$ cat src/rtl/tinker_pkg.sv
// Shared types and constants for the tinker_core fetch stage.
package tinker_pkg;

  localparam int INSTR_W = 32;
  localparam int ADDR_W  = 64;

  localparam logic [ADDR_W-1:0] RESET_PC_DEFAULT = 64'h2000;
  localparam logic [ADDR_W-1:0] PC_STEP          = 64'd4;

  typedef enum logic [1:0] {
    IDLE,
    REQ,
    WAIT,
    DROP
  } fetch_state_t;

  typedef struct packed {
    logic [INSTR_W-1:0] instr;
    logic [ADDR_W-1:0]  pc;
  } fetch_entry_t;

  // Instructions are word aligned; the low address bits are dropped.
  function automatic logic [ADDR_W-1:0] align_pc(input logic [ADDR_W-1:0] a);
    return {a[ADDR_W-1:2], 2'b00};
  endfunction

endpackage

$ cat src/rtl/tinker_fetch_fifo.sv
// Small instruction buffer: power-of-two depth, synchronous flush, registered head.
module tinker_fetch_fifo
  import tinker_pkg::*;
#(
  parameter int DEPTH = 2
) (
  input  logic                         clk,
  input  logic                         reset,
  input  logic                         push,
  input  logic                         pop,
  input  logic                         flush,
  input  fetch_entry_t                 wdata,
  output fetch_entry_t                 rdata,
  output logic                         empty,
  output logic [$clog2(DEPTH+1)-1:0]   occ
);

  localparam int AW = $clog2(DEPTH);
  localparam int OW = $clog2(DEPTH+1);
  localparam logic [OW-1:0] CAP = OW'(DEPTH);

  fetch_entry_t      mem [DEPTH];
  logic [AW-1:0]     wr_ptr, rd_ptr;
  logic              push_en, pop_en;

  assign empty   = (occ == '0);
  assign pop_en  = pop && !empty;
  // A full buffer can still take a write when the head leaves in the same cycle.
  assign push_en = push && ((occ != CAP) || pop_en);
  assign rdata   = mem[rd_ptr];

  always_ff @(posedge clk or posedge reset) begin
    if (reset) begin
      wr_ptr <= '0;
      rd_ptr <= '0;
      occ    <= '0;
      for (int i = 0; i < DEPTH; i++) mem[i] <= '0;
    end else if (flush) begin
      wr_ptr <= '0;
      rd_ptr <= '0;
      occ    <= '0;
    end else begin
      if (push_en) begin
        mem[wr_ptr] <= wdata;
        wr_ptr      <= wr_ptr + AW'(1);
      end
      if (pop_en) rd_ptr <= rd_ptr + AW'(1);
      if (push_en && !pop_en)      occ <= occ + OW'(1);
      else if (pop_en && !push_en) occ <= occ - OW'(1);
    end
  end

endmodule

$ cat src/rtl/tinker_fetch.sv
// Instruction fetch: owns the PC, issues one word read at a time, buffers
// returned words with their PC and hands them to the decoder.
module tinker_fetch
  import tinker_pkg::*;
#(
  parameter logic [ADDR_W-1:0] RESET_PC = RESET_PC_DEFAULT,
  parameter int                DEPTH    = 2
) (
  input  logic               clk,
  input  logic               reset,
  input  logic               halt,
  input  logic               redirect_valid,
  input  logic [ADDR_W-1:0]  redirect_pc,
  output logic               mem_req_valid,
  input  logic               mem_req_ready,
  output logic [ADDR_W-1:0]  mem_req_addr,
  input  logic               mem_resp_valid,
  input  logic [INSTR_W-1:0] mem_resp_data,
  output logic               instr_valid,
  input  logic               instr_ready,
  output logic [INSTR_W-1:0] instr_out,
  output logic [ADDR_W-1:0]  instr_pc
);

  localparam int OW = $clog2(DEPTH+1);
  localparam logic [OW:0] CAP = (OW+1)'(DEPTH);

  fetch_state_t      state_q, state_d;
  logic [ADDR_W-1:0] pc_q, req_pc_q;
  logic [OW-1:0]     occ;
  logic              empty, credit, credit_after;
  logic              req_fire, push, pop;
  fetch_entry_t      head;

  // Credit counts the outstanding request so the buffer can never overflow.
  assign credit       = ({1'b0, occ} + (OW+1)'(state_q == WAIT)) < CAP;
  assign credit_after = ({1'b0, occ} + (OW+1)'(1) - (OW+1)'(pop)) < CAP;

  assign mem_req_valid = !reset && (state_q == REQ) && !halt && credit;
  assign mem_req_addr  = pc_q;
  assign req_fire      = mem_req_valid && mem_req_ready;

  // Redirect wins over push, pop and the request handshake.
  assign push = (state_q == WAIT) && mem_resp_valid && !redirect_valid;
  assign pop  = !empty && instr_ready && !redirect_valid;

  always_comb begin
    state_d = state_q;
    if (redirect_valid) begin
      case (state_q)
        // A response landing with the redirect closes the in-flight request.
        WAIT, DROP: state_d = mem_resp_valid ? REQ : DROP;
        REQ:        state_d = req_fire ? DROP : REQ;
        default:    state_d = REQ;
      endcase
    end else begin
      case (state_q)
        IDLE: if (credit && !halt) state_d = REQ;
        REQ: begin
          if (req_fire)           state_d = WAIT;
          else if (!mem_req_valid) state_d = IDLE;
        end
        WAIT: if (mem_resp_valid) state_d = (credit_after && !halt) ? REQ : IDLE;
        DROP: if (mem_resp_valid) state_d = REQ;
        default: state_d = IDLE;
      endcase
    end
  end

  always_ff @(posedge clk or posedge reset) begin
    if (reset) begin
      state_q  <= REQ;
      pc_q     <= RESET_PC;
      req_pc_q <= RESET_PC;
    end else begin
      state_q <= state_d;
      if (redirect_valid) begin
        pc_q <= align_pc(redirect_pc);
      end else if (req_fire) begin
        pc_q     <= pc_q + PC_STEP;
        req_pc_q <= pc_q;
      end
    end
  end

  tinker_fetch_fifo #(.DEPTH(DEPTH)) u_buf (
    .clk   (clk),
    .reset (reset),
    .push  (push),
    .pop   (pop),
    .flush (redirect_valid),
    .wdata ('{instr: mem_resp_data, pc: req_pc_q}),
    .rdata (head),
    .empty (empty),
    .occ   (occ)
  );

  assign instr_valid = !empty;
  assign instr_out   = head.instr;
  assign instr_pc    = head.pc;

  // Memory must only answer while a request is in flight.
  resp_only_when_outstanding: assert property (@(posedge clk) disable iff (reset)
    !(mem_resp_valid && (state_q == IDLE || state_q == REQ)));

endmodule

$ cat config.mk
export PLATFORM = sky130hd
export DESIGN_NAME = tinker_fetch
export DESIGN_NICKNAME = d
export VERILOG_FILES = /design/src/rtl/tinker_pkg.sv /design/src/rtl/tinker_fetch_fifo.sv /design/src/rtl/tinker_fetch.sv
export SDC_FILE = /design/constraint.sdc
export NUM_CORES = 1
export LEC_CHECK = 0
export ABC_AREA = 0
export CAP_MARGIN = 20
export CORE_MARGIN = 1.5
export CORE_UTILIZATION = 50
export CTS_BUF_LIST = sky130_fd_sc_hd__clkbuf_8
export CTS_CLUSTER_SIZE = 8
export DETAILED_ROUTE_END_ITERATION = 10
export GPL_TIMING_DRIVEN = 0
export PLACE_DENSITY = 0.76
export SLEW_MARGIN = 15
export SYNTH_ARGS = -nofsm -noshare
export SYNTH_HDL_FRONTEND = slang
export SYNTH_HIERARCHICAL = 1
export SYNTH_SLANG_ARGS = --single-unit
$ cat constraint.sdc
create_clock -name clk -period 12.5 [get_ports clk]
set_input_delay 2.5 -clock clk [delete_from_list [all_inputs] [get_ports clk]]
set_output_delay 2.5 -clock clk [all_outputs]
set_load 0.005 [all_outputs]
==> results.yml <==
cells_and_area:
  drive_gt1_frac: 0.305
  n_fill_cell: 2261
  final_common_cell: "mux2_2"
  most-common-layout-cells: "322 x mux2_2, 319 x dfrtp_1, 260 x clkdlybuf4s50_1"
  num-nets-final: 1583
  syn_to_final_growth_pct: 28.9
  regArea_mm2: 0.00806
  multi_input_area_mm2: 0.00649
route:
  routed_wl_um: 39000
  num_vias: 10900
  route.detailed.drc: 0
  wl_per_cell_um: 20.5
  initialDrtViolationCount: 802
  vias_per_cell: 5.72
  dr.pass1.iters: 5
  drtAntennaViolNets: 0
clocking:
  clk_path_buf_depth: 3
  clk_latency_ns: 0.58
  clock-sinks: 322
  root_buffer: "clkbuf_8"
  holdBufCountCts: 0
  cts_tree: "done"
  cts_made_buffers: 53
  clk_pin_slew_worst_paths_ns: 0.05
  ctsHtreeMaxLevel: 2
  cts_setup_buffers: 0
  post_cts_resized: 0
worst_hold_path:
  holdCritStartpoint: "u_buf/mem[186]$_DFFE_PP0P_"
  whs_path_depth: 1
  min_path_type: "reg2reg"
  min_to: "u_buf/mem[186]$_DFFE_PP0P_"
job:
  drv_cap: 0
grt:
  grt_max_degree: 76
  antenna_found_initial: 4
  grt_usage: 0.255
  overflow: 0
  grt_pass1_wl_um: 61500
  grt_pass1_vias: 11000
floorplan:
  die_w_um: 176
  core_area_mm2: 0.0295
  start_util: 0.505
  num_io_pins: 265
  rows: 63
  die_area_mm2: 0.0308
  die_h_um: 176
critical_path:
  crit_required_ns: 10.00
  start_kind: "input pin"
  worstPathMaxFanout: 4
  reg2reg_to: "req_pc_q[10]$_DFFE_PP0P_"
  arrival_ns: 4.25
  r2r_cells: 7
  r2r_setup_slack_ns: 8.81
  r2r-start: "state_q[0]$_DFFE_PP1P_"
  critPathLaunch: "reset"
  critical_path_class: "in2out"
  endpoint_kind: "output port"
sta:
  setup_viol: 0
  skew_ns: 0.0250
  slew_headroom: 0.311
  max_freq_mhz: 148
  fin_crit_sh: 0.540
  slew_viol_final: 0
  fin_crit_ns: 6.75
  finalHoldViolations: 0
  rsz0062_at_grt: "false"
  fin_tns_setup_ns: 0
  tightest_slew_ns: 1.03
synthesis:
  synth.ff_latch_count: 322
  yosysWarnings: 6
  synth-main-ff-cell: "dfrtp_1"
  async_flop_share: 1.00
  synth_edf_count: 0
  synth_cell_types: 53
  syn_area_mm2: 0.0149
  ys_seq_area_frac: 0.541
  synth_area_per_cell_um2: 12.9
  syn_inst: 1151
status:
  status: "finished clean"
pwr:
  ir_worst_vdd_mv: 0.0918
  p_leak_uw: 0.00858
  pwr_density_cell_mw_per_mm2: 161
  total_power_uw: 3100
placement:
  port_buffers: 260
  dp_hpwl_um: 27700
  place.gp.congestion: 0.896
-- routing by layer --
layer | wire length, µm | up-vias | GRT usage
li1 | - | 4897 | -
met1 | 17000 | 5529 | 0.350
met2 | 18200 | 386 | 0.403
met3 | 2450 | 90 | 0.0494
met4 | 1320 | 2 | 0.0929
met5 | 17 | - | 0
-- cells by family (layout without fill, tap and decap cells) --
logic type / count (synthesis) / count (layout) / synth area share
multiplexers: 354 / 354 / 0.275
flip-flops: 322 / 322 / 0.541
adder cells (fa/ha/maj): 6 / 6 / 0.00504
AND/OR/NAND/NOR: 255 / 255 / 0.0917
other: 1 / 9 / 0.000252
buffers and inverters: 81 / 438 / 0.0240
AO/OA/AOI/OAI: 111 / 111 / 0.0507
XOR/XNOR: 21 / 21 / 0.0123
-- registers in the layout, indices dropped and copies added, names as in the netlist --
register      cells
req_pc_q         62
u_buf/rd_ptr      1
u_buf/wr_ptr      1
state_q           2
u_buf/occ         2
u_buf/mem       192
mem_req_addr     62
-- power breakdown --
group | total (µW) | switching (µW) | leakage [µW] | internal, µW
Combinational | 747 | 238 | 0.00377 | 509
Sequential | 1430 | 161 | 0.00417 | 1270
Clock | 923 | 408 | 0.000627 | 514
-- critical path, cell delays in order --
cell,delay (ns)
clkdlybuf4s50_1,0.62
nand2b_1,0.34
nor2_1,0.24
clkdlybuf4s50_1,0.55
-- how the worst max path moves through the flow --
stage / to / slack [ns] / cells after the start
after floorplan: u_buf/mem[0]$_DFFE_PP0P_ / 4.66 / 1
after global placement: u_buf/mem[166]$_DFFE_PP0P_ / 2.08 / 2
after detailed placement: mem_req_valid / 5.75 / 4
after CTS: mem_req_valid / 5.75 / 4
after global routing: mem_req_valid / 5.73 / 4
final: mem_req_valid / 5.75 / 4
-- Yosys cell counts (all sizes together), types with 13 or more instances --
library cell	number	area, µm²
o31ai	30	225
inv	14	52.6
a31oi	32	200
nand4	20	125
dfrtp	319	7980
or4	35	263
nor2	52	195
o21ai	26	130
clkbuf	46	173
nor3	13	75.1
buf	21	133
nand2	55	206
nand3	35	175
mux2	351	4060
-- final cells by class --
class	count	share of cell area
flip-flops and latches	322	0.420
multi-input cells	753	0.338
repair buffers	263	0.140
clock buffers	73	0.0523
well taps	390	0.0254
plain buffers	67	0.0159
clock inverters	21	0.00450
inverters	14	0.00339
diodes	3	0.000391
-- stage by stage --
stage / std cells / hold slack, ns / worst slack [ns] / util / area, µm²
global route: 1904 / 0.512 / 5.73 / 0.651 / 19200
floorplan: 1156 / 0.475 / 4.66 / - / 14900
detailed placement: 1809 / 0.490 / 5.75 / 0.614 / 18100
finish: 1906 / 0.500 / 5.75 / 0.651 / 19200
CTS: 1903 / 0.502 / 5.75 / 0.651 / 19200
global placement: 1806 / 0.482 / 2.08 / 0.611 / 18000
No activity file was read; power rests on OpenSTA's default activity.
